`config.mk`:
```
export PLATFORM = sky130hd
export DESIGN_NAME = store_buffer
export DESIGN_NICKNAME = d
export VERILOG_FILES = /design/src/rtl/store_buffer_pkg.sv /design/src/rtl/store_fifo.sv /design/src/rtl/store_buffer.sv
export SDC_FILE = /design/constraint.sdc
export NUM_CORES = 1
export LEC_CHECK = 0
export CAP_MARGIN = 30
export CORE_MARGIN = 2
export CORE_UTILIZATION = 60
export CTS_CLUSTER_DIAMETER = 60
export CTS_CLUSTER_SIZE = 10
export DETAILED_ROUTE_END_ITERATION = 10
export HOLD_SLACK_MARGIN = 0.08
export PLACE_DENSITY_LB_ADDON = 0.3
export SYNTH_ARGS = -nofsm -noshare
export SYNTH_HDL_FRONTEND = slang
export SYNTH_SLANG_ARGS = --single-unit
```
`constraint.sdc`:
```
create_clock -name clock -period 4.3 [get_ports clock]
set_clock_uncertainty 0.05 [all_clocks]
set_input_delay 0.43 -clock clock [delete_from_list [all_inputs] [get_ports clock]]
set_output_delay 0.43 -clock clock [all_outputs]
set_load 0.01 [all_outputs]
```
`src/rtl/store_buffer_pkg.sv`:
```
// Shared types for the store buffer: size encodings, bus FSM states, queued entry layout.
package store_buffer_pkg;

  localparam logic [1:0] SIZE_BYTE = 2'b00;
  localparam logic [1:0] SIZE_HALF = 2'b01;
  localparam logic [1:0] SIZE_WORD = 2'b10;

  typedef enum logic [1:0] {
    IDLE,
    REQUEST,
    BEGIN,
    DATA
  } state_t;

  typedef struct packed {
    logic [29:0] addr;
    logic [31:0] data;
    logic [3:0]  be;
  } entry_t;

endpackage

```
`src/rtl/store_fifo.sv`:
```
// In-order entry queue for the store buffer; count is one bit wider than the pointers.
module store_fifo
  import store_buffer_pkg::*;
#(
  parameter int unsigned DEPTH = 4
) (
  input  logic   clock,
  input  logic   reset,
  input  logic   push,
  input  entry_t push_entry,
  input  logic   pop,
  output entry_t head,
  output logic   full,
  output logic   empty
);

  localparam int unsigned AW = $clog2(DEPTH);
  localparam int unsigned CW = AW + 1;

  entry_t          mem [DEPTH];
  logic [AW-1:0]   wr_ptr;
  logic [AW-1:0]   rd_ptr;
  logic [CW-1:0]   count;
  logic            do_push;
  logic            do_pop;

  assign full    = (count == CW'(DEPTH));
  assign empty   = (count == '0);
  assign do_push = push && !full;
  assign do_pop  = pop && !empty;
  assign head    = mem[rd_ptr];

  // Storage needs no reset; validity is tracked by count.
  always_ff @(posedge clock) begin
    if (do_push) mem[wr_ptr] <= push_entry;
  end

  always_ff @(posedge clock) begin
    if (reset) begin
      wr_ptr <= '0;
      rd_ptr <= '0;
      count  <= '0;
    end else begin
      if (do_push) wr_ptr <= wr_ptr + AW'(1);
      if (do_pop)  rd_ptr <= rd_ptr + AW'(1);
      case ({do_push, do_pop})
        2'b10:   count <= count + CW'(1);
        2'b01:   count <= count - CW'(1);
        default: count <= count;
      endcase
    end
  end

endmodule

```
`src/rtl/store_buffer.sv`:
```
// Store lane steering, queueing and single-beat bus write FSM.
// Optional STORE_BUFFER_ALIGN_CHECK_EN drops misaligned stores and pulses alignError.
module store_buffer
  import store_buffer_pkg::*;
#(
  parameter int unsigned DEPTH = 4
) (
  input  logic        clock,
  input  logic        reset,
  input  logic        storeValid,
  input  logic [1:0]  storeSize,
  input  logic [31:0] storeAddress,
  input  logic [31:0] storeData,
  output logic        storeReady,
  output logic        bufferEmpty,
  output logic        busRequest,
  input  logic        busGrant,
  output logic        beginTransaction,
  output logic [31:0] addressDataOut,
  output logic [3:0]  byteEnables,
  output logic        readNotWrite,
  input  logic        endTransaction,
  input  logic        busError,
  output logic        storeBusError
`ifdef STORE_BUFFER_ALIGN_CHECK_EN
  ,
  output logic        alignError
`endif
);

  state_t      state;
  state_t      state_next;
  entry_t      head;
  entry_t      push_entry;
  logic        fifo_full;
  logic        fifo_empty;
  logic        push;
  logic        pop;
  logic        accept;
  logic        bus_err_q;
  logic [31:0] steer_data;
  logic [3:0]  steer_be;

  // Big-endian lane steering: address offset 0 lives in bits [31:24].
  always_comb begin
    steer_data = storeData;
    steer_be   = 4'b1111;
    case (storeSize)
      SIZE_BYTE: begin
        steer_data = {4{storeData[7:0]}};
        steer_be   = 4'b1000 >> storeAddress[1:0];
      end
      SIZE_HALF: begin
        steer_data = {2{storeData[15:0]}};
        steer_be   = storeAddress[1] ? 4'b0011 : 4'b1100;
      end
      SIZE_WORD, 2'b11: begin
        steer_data = storeData;
        steer_be   = 4'b1111;
      end
    endcase
  end

  assign push_entry = '{addr: storeAddress[31:2], data: steer_data, be: steer_be};
  assign storeReady = !fifo_full && !reset;
  assign accept     = storeValid && storeReady;

`ifdef STORE_BUFFER_ALIGN_CHECK_EN
  logic misaligned;
  logic align_err_q;

  assign misaligned = ((storeSize == SIZE_HALF) && storeAddress[0]) ||
                      (storeSize[1] && (storeAddress[1:0] != 2'b00));
  assign push       = accept && !misaligned;
  assign alignError = align_err_q && !reset;

  always_ff @(posedge clock) begin
    if (reset) align_err_q <= 1'b0;
    else       align_err_q <= accept && misaligned;
  end
`else
  assign push = accept;
`endif

  store_fifo #(.DEPTH(DEPTH)) u_fifo (
    .clock      (clock),
    .reset      (reset),
    .push       (push),
    .push_entry (push_entry),
    .pop        (pop),
    .head       (head),
    .full       (fifo_full),
    .empty      (fifo_empty)
  );

  always_ff @(posedge clock) begin
    if (reset) state <= IDLE;
    else       state <= state_next;
  end

  // Bus outputs decode from state; reset forces them low in the same cycle.
  always_comb begin
    state_next       = state;
    busRequest       = 1'b0;
    beginTransaction = 1'b0;
    addressDataOut   = '0;
    byteEnables      = '0;
    pop              = 1'b0;
    case (state)
      IDLE: begin
        if (!fifo_empty) state_next = REQUEST;
      end
      REQUEST: begin
        busRequest = 1'b1;
        if (busGrant) state_next = BEGIN;
      end
      BEGIN: begin
        busRequest       = 1'b1;
        beginTransaction = 1'b1;
        addressDataOut   = {head.addr, 2'b00};
        byteEnables      = head.be;
        state_next       = DATA;
      end
      DATA: begin
        busRequest     = 1'b1;
        addressDataOut = head.data;
        if (endTransaction || busError) begin
          pop        = 1'b1;
          state_next = IDLE;
        end
      end
      default: state_next = IDLE;
    endcase
    if (reset) begin
      state_next       = IDLE;
      busRequest       = 1'b0;
      beginTransaction = 1'b0;
      addressDataOut   = '0;
      byteEnables      = '0;
      pop              = 1'b0;
    end
  end

  // A failed beat is dropped, never retried; report it one cycle later.
  always_ff @(posedge clock) begin
    if (reset) bus_err_q <= 1'b0;
    else       bus_err_q <= (state == DATA) && busError;
  end

  assign storeBusError = bus_err_q && !reset;
  assign bufferEmpty   = fifo_empty && (state == IDLE) && !reset;
  assign readNotWrite  = 1'b0;

endmodule
```
==> impl_metrics.toml, run 1 <==
[clock_tree]
htreeDepth = 1
cts_setup_buffers = 0
cts_resized = 0
path_clk_slew_ps = 50
cts_tree = "yes"
cts_hold_buf = 0
cts_sinks = 276
clockBufferDepth = 3
cts_root_buf = "clkbuf_16"
clock_latency_ps = 520
cts_buffers = 31

[worst_setup_path]
cp.depth = 4
critPathMaxFanout = 35
slowest_stage = "dfxtp_4"
crit_buf_inv = 2
worst_setup_path_start_kind = "flop"
end_kind = "primary output"
worstPathCellList = "buf_4 > mux4_2 > a22o_1 > clkdlybuf4s50_1"
worstRegToRegCells = 9
crit_family = "buffers and inverters"
arrival_ps = 3050
crit_type = "reg2out"
critPathMaxStageDelay_ps = 830
r2r-start = "state[1]"
required_ps = 3820

[yosys]
ys_async_sr_fraction_pct = 0
synth_flop_cell = "edfxtp_1"
ys_seq_elements = 276
synth.distinct_cells = 37
ys_seq_area_share_pct = 74.4
synthCells = 522
synth.cell_area_sq_um = 11000
synth_edf_count = 264
avgSynthCellArea_sq_um = 21.0
postSynthNetCount = 605
synth_warnings = 0

[drt]
dr_total_vias = 5591
firstDrtPassIters = 5
ant_nets = 0
viasPerCell = 6.28
drc = 0
wirelength_um = 22200
wl_per_cell_um = 24.9
drt_iter0_markers = 394

[timing]
max-slew-margin-rel_pct = 33.1
setup_viol = 0
max_freq_mhz = 284
fin_crit_sh_pct = 82.0
setup_ws_ps = 774
fin_crit_ps = 3530
max_slew.worst_pin.slew_ps = 1000
drv_slew = 0
rsz0062_at_grt = "no"
setup_tns_ps = 0
finalHoldViolCount = 0
holdWs_ps = 455

[min_path]
min_path_type = "reg2reg"
hold_depth = 2
min_from = "u_fifo.rd_ptr[1]"

[layout]
final_common_cell = "edfxtp_1"
area_delta_synth_final_pct = 20.6
fin_nets = 733
final_cell_mix = "edfxtp_1, clkdlybuf4s50_1, mux4_2"
drive_above_1_share_pct = 20.4
n_antenna_cell = 0
utilization_pct = 73.7

[global_route]
antenna_found_initial = 0
overflow = 0
grt_use_total_pct = 23.3
grt_pass1_wl_um = 34400
grt_pass1_vias = 5956
grt_max_degree = 67

[run_status]
run_status = "finished clean"

[floorplan]
coreArea_sq_um = 18000
initial_utilization_pct = 61.1
rows = 49
io_pins = 114
dieArea_sq_um = 19400
die_y_um = 139
die_x_um = 139

[power_and_ir_drop]
ir_drop_mv = 0.463
leakagePower_nw = 4.20
power_density_nw_per_um2 = 441

[placement]
globalplace.congestion = 0.751
dp_slack_ps = 942
dp_hpwl_um = 13000
port-buffer-count = 112

[run]
max_cap_viol_count = 0
## cell usage after synthesis (3+ instances only)
master	n	area, sq um
a22o_1	30	263
inv_1	11	41.3
dfxtp_1	12	240
edfxtp_1	264	7930
nor2b_1	3	18.8
mux2_2	17	191
buf_6	4	45.0
ha_1	10	125
mux4_2	66	1490
nand2_1	11	41.3
a21oi_1	5	25.0
clkbuf_1	14	52.6
mux2i_1	9	90.1
buf_2	7	35.0
o21ai_0	9	45.0
nor2_1	11	41.3
and2_1	12	75.1
## metal layers
metal,global-route usage [%],part of all wire [%],routed length [um],vias up
met5,0,0,0,-
met4,5.85,1.9,427,0
met3,4.23,7.4,1640,30
met2,39.7,52,11500,254
met1,32.0,39,8590,2898
li1,-,-,-,2409
## layout make-up
type                    count  area [sq um]
well taps                 229           287
fillers                   989          4730
flip-flops and latches    276          8180
clock buffers              44           846
repair buffers            122          1260
multi-input cells         208          2630
inverters                  11          41.3
## through the flow
step                      cells  power, mW  instance area [sq um]
after floorplan             522       3.39                  11000
final                       890       5.84                  13200
after CTS                   890       5.88                  13200
after detailed placement    846       3.65                  12400
after global placement      846       3.62                  12400
after global routing        890       6.02                  13200
## cells by family after synthesis
logic type | Yosys count | share of synthesized area [%]
compound gates | 54 | 3.75
xor+xnor | 2 | 0.160
simple gates | 48 | 2.40
fa+ha+maj | 11 | 1.32
mux | 92 | 16.1
other cells | 1 | 0.0342
flops | 276 | 74.4
buf+inv | 38 | 1.83
## worst reg2reg max path: stages, from the launching register on
cell and delay [ps]:
dfxtp_1 390, ha_1 230, inv_1 110, nor4_1 340, ha_1 250, inv_1 60, fa_1 390, xor2_1 170
or3_1 310, a21oi_1 160
## power breakdown
group | switching, mW | leakage, nW | internal (mW)
registers | 0.0340 | 2.50 | 3.06
logic | 0.253 | 1.29 | 0.250
clock network | 0.911 | 0.409 | 1.33
## state kept, by name, summed over array words and instances (netlist names), named ones only
| signal | flops |
|---|---|
| u_fifo.wr_ptr | 2 |
| u_fifo.rd_ptr | 2 |
| state | 2 |
| bus_err_q | 1 |
| u_fifo.count | 3 |
| u_fifo.mem | 264 |
## final timing paths
path / slack, ps / end
worst max-delay path: 770 / addressDataOut[12]
worst min-delay path: 450 / flop
worst max register to register: 1770 / u_fifo.count[2]
worst min register to register: 450 / flop
Power figures use the tool's default switching activity.
==> run 2, diff against run 1 <==
--- a/config.mk
+++ b/config.mk
@@ -7,7 +7,7 @@
 export LEC_CHECK = 0
 export CAP_MARGIN = 30
 export CORE_MARGIN = 2
-export CORE_UTILIZATION = 60
+export CORE_UTILIZATION = 56
 export CTS_CLUSTER_DIAMETER = 60
 export CTS_CLUSTER_SIZE = 10
 export DETAILED_ROUTE_END_ITERATION = 10
==> constraint.sdc (replaced) <==
create_clock -name clock -period 3.35 [get_ports clock]
set_clock_uncertainty 0.05 [all_clocks]
set_input_delay 0.335 -clock clock [delete_from_list [all_inputs] [get_ports clock]]
set_output_delay 0.335 -clock clock [all_outputs]
set_load 0.01 [all_outputs]
==> impl_metrics.toml, run 2 (synthesized netlist as in run 1, its figures left out) <==
[layout]
fin_area_sq_um = 13400
final_cell_mix = "edfxtp_1, clkdlybuf4s50_1, mux4_2"
top_register = "u_fifo.mem"
fin_nets = 742
n_antenna_cell = 0
finalNonFillerCells = 935
n_fill_cell = 1166
largest_reg_flops = 264
final_common_cell = "edfxtp_1"
largestRegisters = "u_fifo.mem (264), u_fifo.count (3)"
area_delta_synth_final_pct = 21.8
drive_above_1_share_pct = 21.5

[floorplan]
initial_utilization_pct = 56.8
rows = 51
die_x_um = 144
coreArea_sq_um = 19300
die_y_um = 144
dieArea_sq_um = 20700
io_pins = 114

[timing]
fin_crit_ps = 2970
fin_crit_sh_pct = 88.6
max_freq_mhz = 337
drv_slew = 0
finalHoldViolCount = 0
max_slew.worst_pin.slew_ps = 731
rsz0062_at_grt = "no"
setup_tns_ps = 0
max-slew-margin-rel_pct = 51.1
setup_viol = 0
holdWs_ps = 383

[placement]
port-buffer-count = 112
dp_hpwl_um = 13400
globalplace.congestion = 0.761
placed_cell_area_sq_um = 12500
dpl.cell_count = 891

[worst_setup_path]
worstSetupEndpoint = "addressDataOut[10]"
arrival_ps = 2580
end_kind = "primary output"
required_ps = 2960
regToRegSetupSlack_ps = 950
worstRegToRegCells = 9
worst_setup_path_start_kind = "flop"
r2r-start = "state[1]"
crit_type = "reg2out"
critPathMaxFanout = 40
worstReg2RegEnd = "u_fifo.count[2]"

[power_and_ir_drop]
p_int_mw = 5.94
pwr-share-seq_pct = 53.1
clkPwrFrac_pct = 38.2
p_comb_share_pct = 8.7
ir_drop_mv = 0.417
swShare_pct = 20.4
power_density_nw_per_um2 = 558
p_sw_mw = 1.53
leakagePower_nw = 4.25
total_power_mw = 7.46

[clock_tree]
cts_tree = "yes"
cts_setup_buffers = 0
cts_sinks = 276
path_clk_slew_ps = 50
cts_resized = 0
clockBufferDepth = 3
htreeDepth = 1
clock_latency_ps = 530
cts_root_buf = "clkbuf_16"
cts_hold_buf = 0
cts_buffers = 31

[drt]
ant_nets = 0
drc = 0
dr_total_vias = 5460
firstDrtPassIters = 5
wirelength_um = 21600
wl_per_cell_um = 23.1
viasPerCell = 5.84
drt_iter0_markers = 425

[global_route]
grt_max_degree = 41
overflow = 0
grt_use_total_pct = 21.8
antenna_found_initial = 0
grt_pass1_vias = 5829
grt_pass1_wl_um = 33300

[min_path]
min_path_type = "in2reg"

[run]
max_cap_viol_count = 0

[run_status]
run_status = "finished clean"
run 2: cell count changes in the layout (fill, tap and decap cells not counted), sizes merged:
cell / change
clkinv: +1
buf: +9
clkbuf: -1
run 2: critical path: stages, from the launching register on:
cell and delay, ps:
dfxtp_4 430, buf_12 320, mux4_2 540, a22o_1 250, clkdlybuf4s50_1 480
run 2: how the worst min path moves through the flow:
stage                          start           endpoint  slack [ps]  cells after the start
floorplan               storeData[6]  u_fifo.mem[0][10]         380                      0
detailed placement  u_fifo.rd_ptr[0]               flop         450                      2
global placement    u_fifo.rd_ptr[1]               flop         410                      2
CTS                 storeAddress[17]  u_fifo.mem[0][51]         370                      1
finish              storeAddress[12]  u_fifo.mem[0][46]         380                      1
global route        storeAddress[17]  u_fifo.mem[0][51]         380                      1
run 2: area by class of cell:
cell class | count | area, sq um | area share [%]
clock buffers | 43 | 831 | 6.21
clock inverters | 1 | 3.75 | 0.0281
inverters | 11 | 41.3 | 0.309
multi-input cells | 208 | 2640 | 19.7
flip-flops and latches | 276 | 8180 | 61.2
repair buffers | 131 | 1350 | 10.1
well taps | 265 | 332 | 2.48
run 2: layer usage:
metal | GRT usage [%] | up-vias | share of wire [%] | wire (um)
met5 | 0 | - | 0 | 0
met2 | 35.7 | 230 | 50 | 10700
met3 | 3.91 | 28 | 7.4 | 1590
met1 | 31.1 | 2774 | 41 | 8950
met4 | 5.26 | 0 | 1.5 | 327
li1 | - | 2428 | - | -
run 2: metrics by stage:
stage | utilization, % | setup WS (ps)
after detailed placement | 64.8 | 510
after global routing | 69.1 | 242
final | 69.1 | 383
after global placement | 64.8 | 589
after floorplan | - | 458
after CTS | 69.1 | 329
run 2: power by group through the flow:
stage          logic, mW  clock network, mW  registers, mW
2_1_floorplan      0.321                  0           4.03
3_3_place_gp       0.637                  0           4.02
3_5_place_dp       0.654                  0           4.03
4_1_cts            0.659               2.90           3.96
5_1_grt            0.710               3.04           3.97
6_report           0.652               2.85           3.96
